===== config.mk =====
export PLATFORM = sky130hd
export DESIGN_NAME = rx_fifo_buffer
export DESIGN_NICKNAME = d
export VERILOG_FILES = /design/src/rtl/uart_rx_pkg.sv /design/src/rtl/rx_ptr_ctr.sv /design/src/rtl/rx_fifo_buffer.sv
export SDC_FILE = /design/constraint.sdc
export NUM_CORES = 1
export LEC_CHECK = 0
export BUFFER_PORTS_ARGS = -buffer_cell sky130_fd_sc_hd__buf_2
export CAP_MARGIN = 10
export CORE_UTILIZATION = 51
export CTS_CLUSTER_SIZE = 28
export DETAILED_ROUTE_END_ITERATION = 7
export PLACE_DENSITY = 0.71
export RECOVER_POWER = 50
export SLEW_MARGIN = 10
export SYNTH_ARGS = -nofsm -noshare
export SYNTH_HDL_FRONTEND = slang
export SYNTH_SLANG_ARGS = --single-unit

===== constraint.sdc =====
create_clock -name clk -period 2 [get_ports clk]
set_input_delay 0.5 -clock clk [delete_from_list [all_inputs] [get_ports clk]]
set_output_delay 0.5 -clock clk [all_outputs]
set_load 0.1 [all_outputs]

===== src/rtl/uart_rx_pkg.sv =====
// Shared UART receive-path constants used by the control, shift-register and FIFO stages.
package uart_rx_pkg;
    localparam int          DATA_W    = 8;
    localparam logic [7:0]  IDLE_BYTE = 8'hFF;
endpackage


===== src/rtl/rx_ptr_ctr.sv =====
// Free-running circular pointer; width sets the ring size so wrap is the natural overflow.
module rx_ptr_ctr #(
    parameter int PTR_W = 2
) (
    input  logic             clk,
    input  logic             n_rst,
    input  logic             en,
    output logic [PTR_W-1:0] ptr
);
    always_ff @(posedge clk or negedge n_rst) begin
        if (!n_rst)
            ptr <= '0;
        else if (en)
            ptr <= ptr + 1'b1;
    end
endmodule


===== src/rtl/rx_fifo_buffer.sv =====
// Receive byte FIFO between the UART receiver and its consumer, with a sticky overrun flag.
module rx_fifo_buffer
    import uart_rx_pkg::*;
#(
    parameter int DEPTH = 4
) (
    input  logic                     clk,
    input  logic                     n_rst,
    input  logic                     load_buffer,
    input  logic [DATA_W-1:0]        packet_data,
    input  logic                     data_read,
    output logic [DATA_W-1:0]        rx_data,
    output logic                     data_ready,
    output logic                     overrun_error,
    output logic [$clog2(DEPTH):0]   count
);
    localparam int PTR_W = $clog2(DEPTH);
    localparam int CNT_W = PTR_W + 1;

    logic [DATA_W-1:0] mem [DEPTH];
    logic [PTR_W-1:0]  wptr;
    logic [PTR_W-1:0]  rptr;
    logic              full;
    logic              empty;
    logic              push_ok;
    logic              pop_ok;
    logic              drop;

    assign full  = (count == CNT_W'(DEPTH));
    assign empty = (count == '0);

    // A pop on a full queue frees the slot the same edge, so the push still lands.
    assign pop_ok  = data_read && !empty;
    assign push_ok = load_buffer && (!full || pop_ok);
    assign drop    = load_buffer && !push_ok;

    rx_ptr_ctr #(.PTR_W(PTR_W)) u_wptr (
        .clk   (clk),
        .n_rst (n_rst),
        .en    (push_ok),
        .ptr   (wptr)
    );

    rx_ptr_ctr #(.PTR_W(PTR_W)) u_rptr (
        .clk   (clk),
        .n_rst (n_rst),
        .en    (pop_ok),
        .ptr   (rptr)
    );

    always_ff @(posedge clk or negedge n_rst) begin
        if (!n_rst) begin
            for (int i = 0; i < DEPTH; i++)
                mem[i] <= IDLE_BYTE;
        end else if (push_ok) begin
            mem[wptr] <= packet_data;
        end
    end

    always_ff @(posedge clk or negedge n_rst) begin
        if (!n_rst) begin
            count <= '0;
        end else begin
            case ({push_ok, pop_ok})
                2'b10:   count <= count + 1'b1;
                2'b01:   count <= count - 1'b1;
                default: count <= count;
            endcase
        end
    end

    // Setting wins over clearing when a drop and an accepted pop share an edge.
    always_ff @(posedge clk or negedge n_rst) begin
        if (!n_rst)
            overrun_error <= 1'b0;
        else if (drop)
            overrun_error <= 1'b1;
        else if (pop_ok)
            overrun_error <= 1'b0;
    end

    assign data_ready = !empty;
    assign rx_data    = empty ? IDLE_BYTE : mem[rptr];
endmodule


==> flow_metrics.tcl, run 1 <==
set metrics [dict create \
    run_status "finished with violations" \
    violations "capacitance limit, slew limit, setup timing" \
    worstPathArrival_ps 1790 \
    yosysWarnings 0 \
    rrSetupSlack_ps -90 \
    ant_nets 0 \
    slowest_delay_ps 490 \
    pin_count_of_the_biggest_net_entering_global_routing 31 \
    hp-class "in2reg" \
    synth_top_flop_cell "sky130_fd_sc_hd__dfstp_2" \
    timing_max_transition_violations_final 31 \
    finalWirelength_mm 4.18 \
    fp-row-count 22 \
    setup_repair_after_global_routing_missed_its_margin "true" \
    finClkSkew_ps 6.72 \
    numClockSinks 40 \
    r2r-end "count[1]$_DFFE_PN0P_" \
    yosys-top-cells-area "sky130_fd_sc_hd__dfstp_2, sky130_fd_sc_hd__mux2_2, sky130_fd_sc_hd__dfrtp_1" \
    final_net_count 206 \
    type_of_destination_of_the_critical_path "output port" \
    timing.critical_path.cells "buf_6, mux4_2, or2_4, buf_12" \
    route.layer.met1.wl_mm 1.85 \
    synthAdderAreaFrac_pct 3.48 \
    tritoncts.num_buffers 5 \
    r2r-start "count[1]$_DFFE_PN0P_" \
    path_clk_slew_ps 80 \
    yosys.cell_count.top_type "sky130_fd_sc_hd__dfstp_2" \
    fmaxAchievable_mhz 437 \
    tritoncts "yes" \
    syn_area_um2 2010 \
    detail_route.drc_violations 0 \
    path_class "reg2out" \
    via_count_of_the_first_global_routing_pass 1372 \
    max_slew_margin_pct -3.68 \
    setup_viol 10 \
    effective_utilization_at_floorplan_pct 54.2 \
    number_of_maximum_capacitance_violations 1 \
    path_max_fanout 3 \
    synthArstFlopShare_pct 100 \
    mappedNetlistNets 160 \
    period_share_pct 114 \
    area_share_of_the_largest_cell_type_after_synthesis_pct 41.8 \
    routed.top_layer "met4" \
    postSynthRegisterBits 40 \
    drt-wirelength-per-cell_um 17.6 \
    io_buffers 24 \
    grt_antenna_before_repair 0 \
    globalRouteOverflowTotal 0 \
    detail_route.vias_per_cell 5.50 \
    die_area_um2 4200 \
    cell_depth_of_the_worst_min_delay_path 2 \
    cts.root.buffer_cell "sky130_fd_sc_hd__clkbuf_8" \
    drt_iter0_drc 64 \
    cts-htree-levels 2 \
    worst_slack_ps -286 \
    preCtsSetupSlack_ps -79.5 \
    grtUsageTotal_pct 23.3 \
    timing.critical_path.buf_inv 2 \
    seq_area_frac_synth_pct 51.7 \
    worst_skew_pair.late_latency_ps 290 \
    timing.hold.worst.start "packet_data[7]" \
    floorplan.core_area_um2 3720 \
    cts.hold.buffers_added 0 \
    synth_simple_gate_area_share_pct 9.57 \
    timing_worst_slew_pin_value_ps 1560 \
    critical-path-top-delay-family "multiplexers" \
    drt_first_pass_iters 4 \
    synth_compound_area_share_pct 3.42 \
    terminating_pin_of_the_worst_hold_path "mem[31]$_DFFE_PN1P_" \
    synthesis_to_layout_area_growth_pct 32.6 \
    via_count 1308 \
    met3_length_um 103 \
    floorplan.die.height_um 64.8 \
    worst_ep_required_time_ps 1500 \
    timing.final.crit_period_ps 2290 \
    grt_first_pass_wirelength_mm 6.96 \
    post_route_cells_drive_above_1_share_pct 75.3 \
    clock_tree.buffer_depth 2 \
    finalHoldViolCount 0 \
    synth_area_per_cell_um2 14.1 \
    netlist-cell-type-count 31 \
    boundary_pin_count 25 \
    diodes 0 \
    dp.final_hpwl_mm 2.90 \
    start_kind "flip-flop" \
    critical_path_slowest_stage_cell "sky130_fd_sc_hd__mux4_2" \
    finalWeightedCongestion 0.780 \
    timing.reg2reg.worst_path_depth 8 \
    wl_met2_mm 2.17 \
    postSynthCellCount 143 \
    leading_cell_types_by_count_after_synthesis "sky130_fd_sc_hd__dfstp_2, sky130_fd_sc_hd__mux2_2, sky130_fd_sc_hd__or2_2, sky130_fd_sc_hd__dfrtp_1, sky130_fd_sc_hd__mux4_2" \
    combinational_family_with_the_most_area_after_synthesis "multiplexers" \
    synth_edf_count 0 \
    yosys.area_share.xor_xnor_pct 2.18 \
    post_synth_mux_area_share_pct 27.4 \
    yosys.area.top_type "sky130_fd_sc_hd__dfstp_2" \
    floorplan.die.width_um 64.8 \
]
-- cell type report --
cell class | instances | area (µm²)
Clock inverter | 1 | 30.0
Tap cell | 48 | 60.1
Clock buffer | 7 | 96.3
Fill cell | 232 | 1050
Sequential cell | 40 | 1050
Timing Repair Buffer | 44 | 409
Inverter | 6 | 36.3
Multi-Input combinational cell | 92 | 985
-- registers in the layout, summed over array words and instances (netlist names) --
register	cells
u_rptr.ptr	2
mem	32
count	3
u_wptr.ptr	2
overrun_error	1
-- logic make-up after synthesis --
logic type,after synthesis
adders and majority gates,5
DFF,40
muxes,41
AOI/OAI and AO/OA,9
buffers and inverters,11
xor gates and xnor gates,5
and+or+nand+nor,32
-- cell usage in the layout, fill, tap and decap left out, types with 2 or more instances in the layout --
cell type,synthesis,routed
sky130_fd_sc_hd__dfrtp_1,8,5
sky130_fd_sc_hd__nand2_1,6,5
sky130_fd_sc_hd__dfrtp_4,0,3
sky130_fd_sc_hd__xnor2_1,3,3
sky130_fd_sc_hd__nor2_1,3,3
sky130_fd_sc_hd__buf_4,0,13
sky130_fd_sc_hd__clkbuf_1,2,3
sky130_fd_sc_hd__xor2_1,2,2
sky130_fd_sc_hd__buf_2,3,14
sky130_fd_sc_hd__or2_4,0,9
sky130_fd_sc_hd__ha_1,4,4
sky130_fd_sc_hd__dfstp_2,32,32
sky130_fd_sc_hd__clkbuf_8,0,7
sky130_fd_sc_hd__nand3_1,3,3
sky130_fd_sc_hd__buf_6,0,4
sky130_fd_sc_hd__inv_1,6,5
sky130_fd_sc_hd__mux2_2,31,31
sky130_fd_sc_hd__buf_12,0,9
sky130_fd_sc_hd__mux2_1,2,2
sky130_fd_sc_hd__o21ai_0,2,2
sky130_fd_sc_hd__nor2_2,4,4
sky130_fd_sc_hd__mux4_2,8,8
-- what timing repair did --
action | in CTS | in global routing
setup buffers | 0 | 5
gates resized for setup | 48 | 1
pin swaps | 1 | 7
setup endpoints to repair | 10 | 10
-- how the worst max path moves through the flow --
stage / from / end / slack, ps / cells past startpoint
after CTS: u_rptr.ptr[0]$_DFFE_PN0P_ / rx_data[7] / -260 / 4
after floorplan: count[2]$_DFFE_PN0P_ / count[1]$_DFFE_PN0P_ / -400 / 9
after detailed placement: count[1]$_DFFE_PN0P_ / count[1]$_DFFE_PN0P_ / -80 / 8
after global placement: u_rptr.ptr[0]$_DFFE_PN0P_ / rx_data[3] / -60 / 4
final: u_rptr.ptr[0]$_DFFE_PN0P_ / rx_data[3] / -290 / 4
after global routing: u_rptr.ptr[0]$_DFFE_PN0P_ / rx_data[1] / -340 / 4
-- stage by stage --
step | cells | hold WS (ps) | TNS, ps | area [µm²] | util (%)
2_1_floorplan | 143 | 204 | -1290 | 2080 | -
3_3_place_gp | 226 | 517 | -458 | 2350 | 63.3
3_5_place_dp | 226 | 535 | -510 | 2350 | 63.3
4_1_cts | 234 | 244 | -2150 | 2650 | 71.3
5_1_grt | 238 | 480 | -3100 | 2670 | 71.8
6_report | 238 | 481 | -2220 | 2670 | 71.8
-- routing by layer --
| layer | track usage (%) | vias to the layer above |
|---|---|---|
| li1 | - | 602 |
| met1 | 30.2 | 677 |
| met2 | 37.9 | 25 |
| met3 | 5.11 | 4 |
| met4 | 9.17 | 0 |
| met5 | 0 | - |
Power of run 1 is left out: the tool's default activity adds up to more than one toggle a clock period on the data nets, which glitch-free logic cannot reach.
==> inputs of run 2 (changes only) <==
GPL_ROUTABILITY_DRIVEN = 0   (was unset)
SETUP_SLACK_MARGIN = 0.4   (was unset)
==> run 2 against run 1 <==
  * Critical path type unchanged
  * Worst setup slack lost 20 ps
  * Global-route usage up 2.5 points
  * Sequential share of layout area down 3.0 points
  * The run ends with setup timing left
  * Design area increased by 8.4%
  * Hold slack got worse by 54 ps
  * Via count up 1.8%
  * Register-to-register slack hardly changed
  * Die area is the same
  * Flip-flop and latch count did not move
  * Critical path depth unchanged
==> flow_metrics.tcl, run 2 (synthesis results as in run 1) <==
set metrics [dict create \
    path_max_fanout 6 \
    grt_antenna_before_repair 0 \
    die_area_um2 4200 \
    drt-wirelength-per-cell_um 19.8 \
    top_flop_regs "mem x32, count x3" \
    path_clk_slew_ps 80 \
    timing_max_transition_violations_final 0 \
    boundary_pin_count 25 \
    effective_utilization_at_floorplan_pct 54.2 \
    stdcell_count 239 \
    gr-max-usage-layer "met2" \
    drt_iter0_drc 105 \
    number_of_maximum_capacitance_violations 0 \
    fmaxAchievable_mhz 434 \
    worstPathArrival_ps 1810 \
    fp-row-count 22 \
    critical_path_slowest_stage_cell "sky130_fd_sc_hd__mux4_2" \
    type_of_destination_of_the_critical_path "output port" \
    final_net_count 207 \
    timing.critical_path.buf_inv 2 \
    timing_worst_slew_pin_value_ps 1190 \
    r2r-start "count[1]$_DFFE_PN0P_" \
    diodes 0 \
    globalRouteMet1Util_pct 33.5 \
    worst_skew_pair.late_latency_ps 300 \
    timing.critical_path.cells "buf_6, mux4_2, or2_4, buf_12" \
    start_kind "flip-flop" \
    via_count 1332 \
    fin_setup_tns_ps -2350 \
    mostFrequentLayoutCell "sky130_fd_sc_hd__mux2_4" \
    period_share_pct 115 \
    detail_route.drc_violations 0 \
    slowest_delay_ps 510 \
    max_slew_margin_pct 20.4 \
    utilization_pct 77.9 \
    placed_cell_count 223 \
    pin_count_of_the_biggest_net_entering_global_routing 23 \
    detail_route.vias_per_cell 5.57 \
    grt_util_met2_pct 43.6 \
    finalHoldViolCount 0 \
    leading_cell_types_in_the_layout_fill_and_taps_excluded "sky130_fd_sc_hd__mux2_4, sky130_fd_sc_hd__dfstp_2, sky130_fd_sc_hd__buf_12, sky130_fd_sc_hd__buf_2" \
    cts.hold.buffers_added 0 \
    critPathLaunch "u_rptr.ptr[0]$_DFFE_PN0P_" \
    tritoncts "yes" \
    finalWirelength_mm 4.74 \
    num-fill-cells 218 \
    violations "setup timing" \
    floorplan.die.height_um 64.8 \
    grt_first_pass_wirelength_mm 7.78 \
    critical-path-top-delay-family "multiplexers" \
    clock_tree.buffer_depth 2 \
    post_route_cells_drive_above_1_share_pct 77.5 \
    cts.root.buffer_cell "sky130_fd_sc_hd__clkbuf_8" \
    via_count_of_the_first_global_routing_pass 1499 \
    largest_reg_flops 32 \
    floorplan.core_area_um2 3720 \
    dp.final_hpwl_mm 2.79 \
    tritoncts.num_buffers 5 \
    numClockSinks 40 \
    globalRouteOverflowTotal 0 \
    preCtsSetupSlack_ps -88.4 \
    synthesis_to_layout_area_growth_pct 43.8 \
    ant_nets 0 \
    setup_repair_after_global_routing_missed_its_margin "true" \
    setup_viol 9 \
    finClkSkew_ps 4.77 \
    io_buffers 24 \
    drt_first_pass_iters 4 \
    run_status "finished with violations" \
    floorplan.die.width_um 64.8 \
    cts-htree-levels 2 \
    path_class "reg2out" \
    timing.final.crit_period_ps 2310 \
    max_flop_register "mem" \
    worst_ep_required_time_ps 1500 \
    grtUsageTotal_pct 25.7 \
    grt_use_met3_pct 5.99 \
    hp-class "in2async" \
    worst_slack_ps -306 \
]
## run 2: layout make-up
class | count | area [µm²] | share of cell area [%]
Timing Repair Buffer | 45 | 494 | 17.1
Clock buffer | 5 | 68.8 | 2.38
Inverter | 6 | 36.3 | 1.25
Clock inverter | 3 | 42.5 | 1.47
Tap cell | 48 | 60.1 | 2.08
Multi-Input combinational cell | 92 | 1140 | 39.3
Sequential cell | 40 | 1050 | 36.4
## run 2: per-layer routing
metal | vias up | wire [µm]
met4 | 0 | 70
met2 | 23 | 2510
li1 | 603 | -
met1 | 698 | 2040
met5 | - | 0
met3 | 8 | 116
## run 2: final timing paths
check                                            endpoint  slack [ps]  depth (start not counted)
worst max-delay path                           rx_data[7]        -310                          4
worst min-delay path                 count[2]$_DFFE_PN0P_         430                          1
worst max register to register       count[1]$_DFFE_PN0P_         -90                          8
worst min register to register  u_wptr.ptr[0]$_DFFE_PN0P_         540                          1
max in group asynchronous             mem[13]$_DFFE_PN1P_         510                          2
min in group clk                       mem[5]$_DFFE_PN1P_         480                          2
## run 2: repair_timing
| action | CTS | global route |
|---|---|---|
| setup endpoints to repair | 47 | 48 |
| buffers inserted | 3 | 5 |
| gates cloned | 0 | 0 |
| pin swaps | 4 | 4 |
| gates resized for setup | 88 | 11 |
## run 2: through the flow
stage / instance area, µm² / hold slack [ps]
after CTS: 2820 / 186
after global placement: 2370 / 475
after floorplan: 2120 / 204
after global routing: 2890 / 485
after detailed placement: 2370 / 499
final: 2890 / 427
Power of run 2 is left out for the same reason.
